**config.mk**
```make
export PLATFORM = sky130hd
export DESIGN_NAME = demod_frame_ctrl
export DESIGN_NICKNAME = d
export VERILOG_FILES = /design/src/rtl/demod_frame_ctrl.sv
export SDC_FILE = /design/constraint.sdc
export NUM_CORES = 1
export LEC_CHECK = 0
export CAP_MARGIN = 0
export CORE_UTILIZATION = 40
export CTS_CLUSTER_SIZE = 12
export DETAILED_ROUTE_END_ITERATION = 6
export GPL_TIMING_DRIVEN = 0
export PLACE_DENSITY = 0.61
export SLEW_MARGIN = 10
export SYNTH_ARGS = -nofsm -noshare
export SYNTH_HDL_FRONTEND = slang
export SYNTH_SLANG_ARGS = --single-unit
```
**constraint.sdc**
```tcl
create_clock -name clk -period 2.5 [get_ports clk]
set_input_delay 0.375 -clock clk [delete_from_list [all_inputs] [get_ports clk]]
set_output_delay 0.375 -clock clk [all_outputs]
set_load 0.1 [all_outputs]
```
**src/rtl/demod_frame_ctrl.sv**
```systemverilog
// -----------------------------------------------------------------------------
// demod_frame_ctrl
//
// Frame controller for a 2-bit-per-symbol demodulator. It generates the symbol
// clock strobe and captures one symbol per symbol period. It hunts for a
// 4-symbol sync word, then reads a 4-symbol payload length. It then assembles
// payload symbols into bytes, MSB first, and hands them to a valid/ready sink.
//
// Ports
//   clk          in   system clock, rising edge
//   reset        in   asynchronous, active-low reset
//   enable       in   run control; low returns the controller to IDLE
//   sym_strobe   out  one-cycle pulse at the end of each symbol period
//   sym_in[1:0]  in   demodulated symbol, stable from the cycle after sym_strobe
//   byte_data    out  assembled payload byte
//   byte_valid   out  byte_data valid, held until accepted
//   byte_ready   in   sink accepts when byte_valid and byte_ready are both high
//   frame_active out  high while reading the length and the payload
//   frame_done   out  one-cycle pulse after the last payload byte
//   overrun      out  sticky: a payload byte was dropped, cleared only by reset
// -----------------------------------------------------------------------------
module demod_frame_ctrl #(
    parameter int         SYM_LEN   = 128,
    parameter logic [7:0] SYNC_WORD = 8'hB4,
    parameter int         MAX_LEN   = 32
) (
    input  logic       clk,
    input  logic       reset,
    input  logic       enable,
    output logic       sym_strobe,
    input  logic [1:0] sym_in,
    output logic [7:0] byte_data,
    output logic       byte_valid,
    input  logic       byte_ready,
    output logic       frame_active,
    output logic       frame_done,
    output logic       overrun
);

    localparam int CNT_W     = (SYM_LEN > 1) ? $clog2(SYM_LEN) : 1;
    localparam int LEN_W_MIN = $clog2(MAX_LEN + 1);
    // The length field is 8 bits wide, so the counters never need fewer bits.
    localparam int LEN_W     = (LEN_W_MIN > 8) ? LEN_W_MIN : 8;

    localparam logic [CNT_W-1:0] CNT_LAST  = CNT_W'(SYM_LEN - 1);
    localparam logic [31:0]      MAX_LEN_U = 32'(MAX_LEN);

    typedef enum logic [2:0] {
        IDLE,
        HUNT,
        LEN,
        PAYLOAD,
        DONE
    } state_t;

    state_t state;
    state_t state_nxt;

    // Symbol timing
    logic [CNT_W-1:0] cnt;
    logic             strobe_d;

    // Symbol history: the three most recent captured symbols
    logic [5:0]       sreg;
    logic [1:0]       sym_idx;
    logic [LEN_W-1:0] len;
    logic [LEN_W-1:0] byte_cnt;

    logic       capture;
    logic [7:0] sreg_shift;
    logic       last_sym;
    logic       len_bad;
    logic       byte_done;
    logic       frame_end;
    logic       accept;
    logic       state_change;

    assign sym_strobe = (cnt == CNT_LAST);

    // The counter wraps to 0 right after a strobe, so a delayed strobe marks
    // the cnt==0 cycle in which the demodulator output has settled.
    assign capture = strobe_d && (cnt == '0) && (state != IDLE) && enable;

    // Value the 4-symbol window holds once the current symbol is shifted in.
    assign sreg_shift = {sreg, sym_in};
    assign last_sym   = (sym_idx == 2'd3);
    assign len_bad    = (sreg_shift == 8'd0) || ({24'd0, sreg_shift} > MAX_LEN_U);
    assign byte_done  = capture && (state == PAYLOAD) && last_sym;
    assign frame_end  = byte_done && (byte_cnt == (len - LEN_W'(1)));
    assign accept     = byte_valid && byte_ready;

    assign state_change = (state_nxt != state);

    // ------------------------------------------------------------------
    // FSM next state and state-decoded outputs
    // ------------------------------------------------------------------
    always_comb begin
        state_nxt    = state;
        frame_active = 1'b0;
        frame_done   = 1'b0;
        case (state)
            IDLE: begin
                if (enable) begin
                    state_nxt = HUNT;
                end
            end
            HUNT: begin
                if (capture && (sreg_shift == SYNC_WORD)) begin
                    state_nxt = LEN;
                end
            end
            LEN: begin
                frame_active = 1'b1;
                if (capture && last_sym) begin
                    state_nxt = len_bad ? HUNT : PAYLOAD;
                end
            end
            PAYLOAD: begin
                frame_active = 1'b1;
                if (frame_end) begin
                    state_nxt = DONE;
                end
            end
            DONE: begin
                frame_done = 1'b1;
                state_nxt  = HUNT;
            end
            default: begin
                state_nxt = IDLE;
            end
        endcase
        // Dropping enable wins over every other transition.
        if (!enable) begin
            state_nxt = IDLE;
        end
    end

    // ------------------------------------------------------------------
    // Control registers: state, symbol timing, symbol index, byte count
    // ------------------------------------------------------------------
    always_ff @(posedge clk or negedge reset) begin
        if (!reset) begin
            state    <= IDLE;
            cnt      <= '0;
            strobe_d <= 1'b0;
            sym_idx  <= 2'd0;
            byte_cnt <= '0;
        end else begin
            state    <= state_nxt;
            strobe_d <= sym_strobe;

            // Counter sits at 0 in IDLE so timing restarts cleanly on HUNT entry.
            if ((state == IDLE) || !enable) begin
                cnt <= '0;
            end else if (cnt == CNT_LAST) begin
                cnt <= '0;
            end else begin
                cnt <= cnt + CNT_W'(1);
            end

            if ((state == IDLE) || state_change) begin
                sym_idx <= 2'd0;
            end else if (capture && ((state == LEN) || (state == PAYLOAD))) begin
                sym_idx <= sym_idx + 2'd1;
            end

            // Dropped bytes still advance the count so the frame ends on time.
            if (state != PAYLOAD) begin
                byte_cnt <= '0;
            end else if (byte_done) begin
                byte_cnt <= byte_cnt + LEN_W'(1);
            end
        end
    end

    // ------------------------------------------------------------------
    // Symbol history and frame length
    // ------------------------------------------------------------------
    always_ff @(posedge clk) begin
        // Clearing on every state entry means a sync match always needs four
        // fresh symbols after HUNT is (re)entered.
        if ((state == IDLE) || state_change) begin
            sreg <= '0;
        end else if (capture) begin
            sreg <= sreg_shift[5:0];
        end

        if (capture && (state == LEN) && last_sym) begin
            len <= LEN_W'(sreg_shift);
        end
    end

    // ------------------------------------------------------------------
    // Output byte register with valid/ready handshake and overrun detect
    // ------------------------------------------------------------------
    always_ff @(posedge clk or negedge reset) begin
        if (!reset) begin
            byte_data  <= 8'h00;
            byte_valid <= 1'b0;
            overrun    <= 1'b0;
        end else if (!enable || (state == IDLE)) begin
            // Pending byte is dropped; overrun history is kept.
            byte_valid <= 1'b0;
        end else if (byte_done) begin
            // The slot is free if empty or being accepted in this same cycle.
            if (!byte_valid || byte_ready) begin
                byte_data  <= sreg_shift;
                byte_valid <= 1'b1;
            end else begin
                overrun <= 1'b1;
            end
        end else if (accept) begin
            byte_valid <= 1'b0;
        end
    end

endmodule

```
==> reports/results.tsv, run 1 <==
metric	value	unit
clk_transition_reported_paths	0.08	ns
layout-drive-gt1-share	13.98	%
dr.first_iter.drc_count	52	
postRouteAntennaNets	0	
p_sw	0.0002696	W
pwr-share-seq	61.0	%
postSynthAreaPerCell	10.86	µm²
mappedNetlistNets	219	
pwr_density	459.5	mW/mm²
seq_area_frac_synth	50.30	%
number_of_antenna_violations_at_the_first_check_in_global_routing	0	
internal-power	0.0009532	W
maximum_number_of_pins_on_one_net_before_global_route_repair	32	
tritoncts_clock_tree	built	
dieHeight	77.14	µm
buffer_ports.inserted	18	
io-pin-count	19	
synthCells	208	
yosys_warnings	0	
routed_wire_length_per_instance	14.59	µm
synth_async_sr_flop_share	68.89	%
critical-path-max-stage-delay	0.55	ns
critical_path_launch_point_type	flop	
arrival	2.58	ns
timing.final.hold_violations	0	
number_of_sinks_handled_by_clock_tree_synthesis	45	
post-route-min-period	2.404	ns
timing_max_transition_violations_final	0	
pwr-share-clk	35.4	%
globalRouteTotalUtil	16.39	%
grt_first_pass_wirelength	7659	µm
critical_path.cell_chain	or4_1 > nor4_2 > xnor2_1 > a2111oi_4 > a41oi_1 > o31a_1	
clk_latency	0.29	ns
gr-total-overflow	0	
detail_route.drc_violations	0	
number_of_library_cell_types_mapped_by_synthesis	48	
timing.clock.skew	0.006255	ns
final_nets	246	
first_pass_iters	4	
tns	0	ns
grt_pass1_vias	1593	
final_worst_hold_slack	0.1307	ns
path_class	reg -> reg	
floorplan.die.width	77.14	µm
ys_dominant_reg_cell	sky130_fd_sc_hd__dfrtp_1	
crit_required	2.68	ns
finalSetupViolations	0	
static_power_due_to_leakage	1.137	nW
maxClockFrequency	416.0	MHz
dp.final_hpwl	3208	µm
n_antenna_cell	0	
die-area	0.005951	mm²
coreArea	0.005270	mm²
layout-area-overhead-vs-synth	17.84	%
status	completed	
crit_path_max_fanout	6	
post_detailed_route_via_to_cell_ratio	5.154	
cap_viol_max_count	0	
std_cell_rows	26	
holdCritPathClass	in -> async	
synth-edff-count	8	
routed_wirelength	4465	µm
rsz0062_at_grt	no	
synth.cell_area	0.002258	mm²
combinationalPowerShare	3.6	%
worstSetupEndpointType	flop	
yosys_register_bits	45	
max-clock-path-buffers	2	
cts-buffers-inserted	5	
vdd.ir_drop.worst	335.2	µV
initial_util	42.85	%
cts-root-buf	sky130_fd_sc_hd__clkbuf_8	
ctsHoldBuffers	0	
vias	1577	
gp_congestion	0.7905	
timing.critical_path.slowest_stage_cell	sky130_fd_sc_hd__or4_1	
max_slew_margin	35.38	%
sw_frac_of_total	22.05	%
crit_share_post_route	96.15	%
cts-htree-levels	2	
worstMarginPinSlew	0.9662	ns
synthesized netlist by cell type, types with 2 or more instances:
master                     instances  area share, %
sky130_fd_sc_hd__nor3_1            4           0.89
sky130_fd_sc_hd__ha_1              5            2.8
sky130_fd_sc_hd__a21oi_1           4           0.89
sky130_fd_sc_hd__nor2b_1           2           0.55
sky130_fd_sc_hd__nor2_1           27            4.5
sky130_fd_sc_hd__xor2_1            9            3.5
sky130_fd_sc_hd__inv_1            10            1.7
sky130_fd_sc_hd__o31a_1            3            1.2
sky130_fd_sc_hd__nand3_1           5            1.1
sky130_fd_sc_hd__dfrtp_1          31             34
sky130_fd_sc_hd__mux2_2            8            4.0
sky130_fd_sc_hd__o21ai_0           4           0.89
sky130_fd_sc_hd__or4_1             5            1.7
sky130_fd_sc_hd__clkbuf_1          3           0.50
sky130_fd_sc_hd__edfxtp_1          8             11
sky130_fd_sc_hd__dfxtp_1           6            5.3
sky130_fd_sc_hd__xnor2_1          11            4.3
sky130_fd_sc_hd__and3_1            4            1.1
sky130_fd_sc_hd__or3_1             4            1.1
sky130_fd_sc_hd__nand4_1           5            1.4
sky130_fd_sc_hd__nand2b_1          2           0.55
sky130_fd_sc_hd__nand2_1          13            2.2
sky130_fd_sc_hd__mux2i_1           8            3.5
sky130_fd_sc_hd__nor4_1            3           0.83
path summary, 6_finish.rpt:
check / from / endpoint / slack [ns] / cells after the start
min reg2reg: cnt[0]$_DFF_PN0_ / cnt[0]$_DFF_PN0_ / 0.48 / 1
max in group asynchronous: reset / byte_data[1]$_DFFE_PN0P_ / 1.90 / 1
min in group clk: cnt[0]$_DFF_PN0_ / cnt[0]$_DFF_PN0_ / 0.48 / 1
max reg2reg: len[2]$_DFFE_PP_ / state[0]$_DFF_PN0_ / 0.1 / 6
min: reset / state[1]$_DFF_PN0_ / 0.13 / 1
max: len[2]$_DFFE_PP_ / state[0]$_DFF_PN0_ / 0.1 / 6
kinds of logic after synthesis:
| logic type | count (synthesis) | synth area share, % |
|---|---|---|
| AOI/OAI and AO/OA | 24 | 8.866 |
| and+or+nand+nor | 84 | 20.39 |
| adders and majority gates | 5 | 2.770 |
| DFF | 45 | 50.30 |
| xor gates and xnor gates | 20 | 7.756 |
| muxes | 16 | 7.535 |
| buffers and inverters | 14 | 2.382 |
power by group through the flow:
| stage | Combinational (W) | Sequential (W) | Clock [W] |
|---|---|---|---|
| 6_report | 0.0000435 | 0.000746 | 0.000433 |
| 4_1_cts | 0.0000455 | 0.000746 | 0.000450 |
| 3_3_place_gp | 0.0000453 | 0.000762 | 0 |
| 2_1_floorplan | 0.0000184 | 0.000761 | 0 |
| 5_1_grt | 0.0000506 | 0.000747 | 0.000475 |
| 3_5_place_dp | 0.0000449 | 0.000762 | 0 |
routing by layer:
| metal | track usage [%] | wire length, µm | vias up | share of wire (%) |
|---|---|---|---|---|
| met3 | 3.214 | 135 | 4 | 3.0 |
| met5 | 0 | 0 | - | 0 |
| met1 | 22.67 | 2241 | 755 | 50 |
| li1 | - | - | 798 | - |
| met2 | 25.66 | 2056 | 20 | 46 |
| met4 | 5.283 | 32 | 0 | 0.72 |
cell usage in the layout (no fill, tap or decap), types with 8 or more instances in the layout:
master                            synthesis  layout
sky130_fd_sc_hd__edfxtp_1                 8       8
sky130_fd_sc_hd__inv_1                   10      10
sky130_fd_sc_hd__mux2_2                   8       8
sky130_fd_sc_hd__nand2_1                 13      13
sky130_fd_sc_hd__clkdlybuf4s50_1          0      13
sky130_fd_sc_hd__nor2_1                  27      27
sky130_fd_sc_hd__mux2i_1                  8       8
sky130_fd_sc_hd__dfrtp_1                 31      31
sky130_fd_sc_hd__xnor2_1                 11      11
sky130_fd_sc_hd__xor2_1                   9       9
worst max-delay path: cells and delay by family (launching register included):
family,cells,cell delay [ns]
compound gates,3,0.94
xor+xnor,1,0.13
simple gates,2,0.73
flops,1,0.49
flip-flops by register name, indices dropped and copies added (netlist names), 2 cells and up:
name and flops:
state 3, cnt 7, len 8, byte_cnt 8
byte_data 8, sreg 6, sym_idx 2
through the flow:
stage	utilization [%]	instances	area (µm²)	power, W	setup slack [ns]
floorplan	-	208	2271	0.0007797	0.2339
CTS	49.95	304	2633	0.001242	0.006450
finish	50.50	306	2661	0.001223	0.09626
detailed placement	48.08	296	2534	0.0008064	-0.5378
global placement	48.17	296	2539	0.0008068	-0.5108
global route	50.50	306	2661	0.001272	0.002769
what timing repair did:
| item | 4_1_cts | 5_1_grt |
|---|---|---|
| pin swaps | 0 | 1 |
| setup endpoints to repair | 28 | 18 |
| setup buffers | 0 | 2 |
| resized for setup | 9 | 5 |
area by class of cell:
class	instances	area [µm²]
Buffer	4	18.77
Clock buffer	6	72.57
Clock inverter	2	10.01
Fill cell	512	2609
Inverter	10	37.54
Multi-Input combinational cell	149	1110
Sequential cell	45	1136
Tap cell	70	87.58
Timing Repair Buffer	20	188.9
Power figures use the tool's default switching activity.
==> run 2, diff against run 1 <==
--- a/config.mk
+++ b/config.mk
@@ -6,11 +6,13 @@
 export NUM_CORES = 1
 export LEC_CHECK = 0
 export CAP_MARGIN = 0
+export CORE_ASPECT_RATIO = 0.6
 export CORE_UTILIZATION = 40
 export CTS_CLUSTER_SIZE = 12
 export DETAILED_ROUTE_END_ITERATION = 6
 export GPL_TIMING_DRIVEN = 0
 export PLACE_DENSITY = 0.61
+export SKIP_LAST_GASP = 1
 export SLEW_MARGIN = 10
 export SYNTH_ARGS = -nofsm -noshare
 export SYNTH_HDL_FRONTEND = slang
==> run 2 against run 1 <==
Sequential cell count unchanged. Combinational power increased by 0.9%. Maximum frequency decreased by 1.3%. Via count increased by 4.5%. Core utilization increased by 1.0 points. Die area increased by 0.17%. Register-to-register slack got worse by 0.03 ns. Sequential share of layout area decreased by 0.73 points. Largest cell class unchanged.
==> reports/results.tsv, run 2 (same netlist as run 1, synthesis figures left out) <==
metric	value	unit	change
detail_route.drc_violations	0		unchanged
crit_required	2.70	ns	+0.02 ns
routed_wire_length_per_instance	15.59	µm	+6.8%
finalSetupViolations	0		unchanged
arrival	2.63	ns	+0.05 ns
coreArea	0.005255	mm²	-0.28%
max_slew_margin	35.19	%	-0.20 points
filler_cell_count	491		-4.1%
crit_share_post_route	97.42	%	+1.3 points
stdcell_count	308		+0.65%
worstMarginPinSlew	0.9692	ns	+0.002931 ns
postRouteAntennaNets	0		unchanged
crit_path_max_fanout	8		+2
cts-buffers-inserted	5		unchanged
placed_cell_area	0.002529	mm²	-0.20%
cap_viol_max_count	0		unchanged
pwr_density	463.6	mW/mm²	+0.89%
post-route-min-period	2.435	ns	+0.03164 ns
grt_first_pass_wirelength	7969	µm	+4.0%
post_detailed_route_via_to_cell_ratio	5.351		+3.8%
top_regs	byte_cnt x8, byte_data x8, len x8		
holdCritPathClass	in -> async		
path_class	reg -> reg		
initial_util	42.98	%	+0.12 points
routed_wirelength	4801	µm	+7.5%
timing.final.hold_violations	0		unchanged
vdd.ir_drop.worst	373.7	µV	+11%
cts-root-buf	sky130_fd_sc_hd__clkbuf_8		
globalRouteTotalUtil	17.95	%	+1.6 points
io-pin-count	19		unchanged
static_power_due_to_leakage	1.169	nW	+2.8%
worstSetupEndpointType	flop		
critical-path-top-delay-family	simple AND/OR/NAND/NOR gates		
layout_common_cells	sky130_fd_sc_hd__dfrtp_1 (31), sky130_fd_sc_hd__nor2_1 (27), sky130_fd_sc_hd__nand2_1 (13), sky130_fd_sc_hd__clkdlybuf4s50_1 (13), sky130_fd_sc_hd__xnor2_1 (11)		
die-area	0.005961	mm²	+0.17%
number_of_antenna_violations_at_the_first_check_in_global_routing	0		unchanged
dr.first_iter.drc_count	62		+19%
placedCellCount	292		-1.4%
max-clock-path-buffers	2		unchanged
dp.final_hpwl	3442	µm	+7.3%
maximum_number_of_pins_on_one_net_before_global_route_repair	32		unchanged
n_antenna_cell	0		unchanged
number_of_sinks_handled_by_clock_tree_synthesis	45		unchanged
status	completed		
gp_congestion	0.8815		+12%
layout-drive-gt1-share	16.53	%	+2.5 points
grt_pass1_vias	1563		-1.9%
first_pass_iters	4		unchanged
ctsHoldBuffers	0		unchanged
tritoncts_clock_tree	built		
finalInstanceArea	0.002708	mm²	+1.7%
floorplan.die.width	99.01	µm	+28%
maxClockFrequency	410.6	MHz	-1.3%
layout_setup_ws	0.06462	ns	-0.03164 ns
dieHeight	60.21	µm	-22%
std_cell_rows	20		-23%
gr-total-overflow	0		unchanged
timing.clock.skew	0.005454	ns	-0.0008011 ns
vias	1648		+4.5%
timing.critical_path.slowest_stage_cell	sky130_fd_sc_hd__or4_1		
leading_cell_type_in_the_layout_fill_and_taps_excluded	sky130_fd_sc_hd__dfrtp_1		
cts-htree-levels	2		unchanged
layout-area-overhead-vs-synth	19.89	%	
dp_worst_setup_slack	-0.4393	ns	+0.09846 ns
critical-path-max-stage-delay	0.53	ns	-0.02 ns
clk_latency	0.30	ns	about the same
cp.buffers_inverters	1		+1
clk_transition_reported_paths	0.09	ns	about the same
buffer_ports.inserted	18		unchanged
final_nets	252		+2.4%
critical_path.cell_chain	or3_4 > or4_1 > buf_2 > o41ai_2 > a21o_1 > a31o_4 > nor2_1		
critical_path_launch_point_type	flop		
timing_max_transition_violations_final	0		unchanged
run 2: cell count changes in the layout (fill, tap and decap cells not counted), sizes merged:
cell	before	now
buf	4	10
clkdlybuf4s15	2	1
inv	10	11
run 2: metal layers:
layer	up-vias	global-route usage [%]	wire length [µm]
met5	-	0	0
met4	0	4.478	26
met3	4	4.444	243
met2	36	25.27	1925
met1	795	27.22	2606
li1	813	-	-
run 2: repair_timing:
action | in CTS | in global routing
endpoints found under the setup margin | 28 | 19
buffers inserted | 0 | 8
pin swaps | 1 | 2
gates resized for setup | 6 | 7
run 2: final cells by class:
class / count / area [µm²] / share of cell area, %
sequential: 45 / 1136 / 41.96
multi-input combinational: 149 / 1117 / 41.27
timing repair buffer: 26 / 227.7 / 8.410
tap: 66 / 82.58 / 3.050
clock buffer: 5 / 68.82 / 2.542
inverter: 10 / 37.54 / 1.386
clock inverter: 3 / 21.27 / 0.7856
buffer: 4 / 16.27 / 0.6007
run 2: final timing paths:
path	startpoint	endpoint	slack, ns	cells past startpoint
min in group clk	overrun$_DFFE_PN0P_	overrun$_DFFE_PN0P_	0.48	1
max in group asynchronous	reset	byte_data[3]$_DFFE_PN0P_	1.92	1
max	cnt[2]$_DFF_PN0_	sym_idx[1]$_DFFE_PN0P_	0.06	7
max reg2reg	cnt[2]$_DFF_PN0_	sym_idx[1]$_DFFE_PN0P_	0.06	7
min reg2reg	overrun$_DFFE_PN0P_	overrun$_DFFE_PN0P_	0.48	1
min	reset	cnt[0]$_DFF_PN0_	0.12	1
run 2: per-stage QoR:
stage	TNS, ns	utilization [%]	power, W	hold WS [ns]
after floorplan	0	-	0.0007797	0.07941
after global placement	-7.366	48.21	0.0008062	0.4597
after detailed placement	-7.117	48.12	0.0008060	0.4730
after CTS	-0.1538	49.93	0.001273	0.1456
after global routing	-0.0008960	51.52	0.001306	0.1909
final	0	51.52	0.001255	0.1237
run 2: worst register-to-register path, delay by kind of cell, from the launching register on:
kind / cells / cell delay (ns)
compound gates: 3 / 0.66
buf+inv: 1 / 0.21
simple gates: 3 / 1.04
flops: 1 / 0.43
run 2: power by group:
| part | internal [W] | switching (W) |
|---|---|---|
| registers | 0.000744 | 0.00000238 |
| logic | 0.0000148 | 0.0000291 |
| clock network | 0.000199 | 0.000265 |
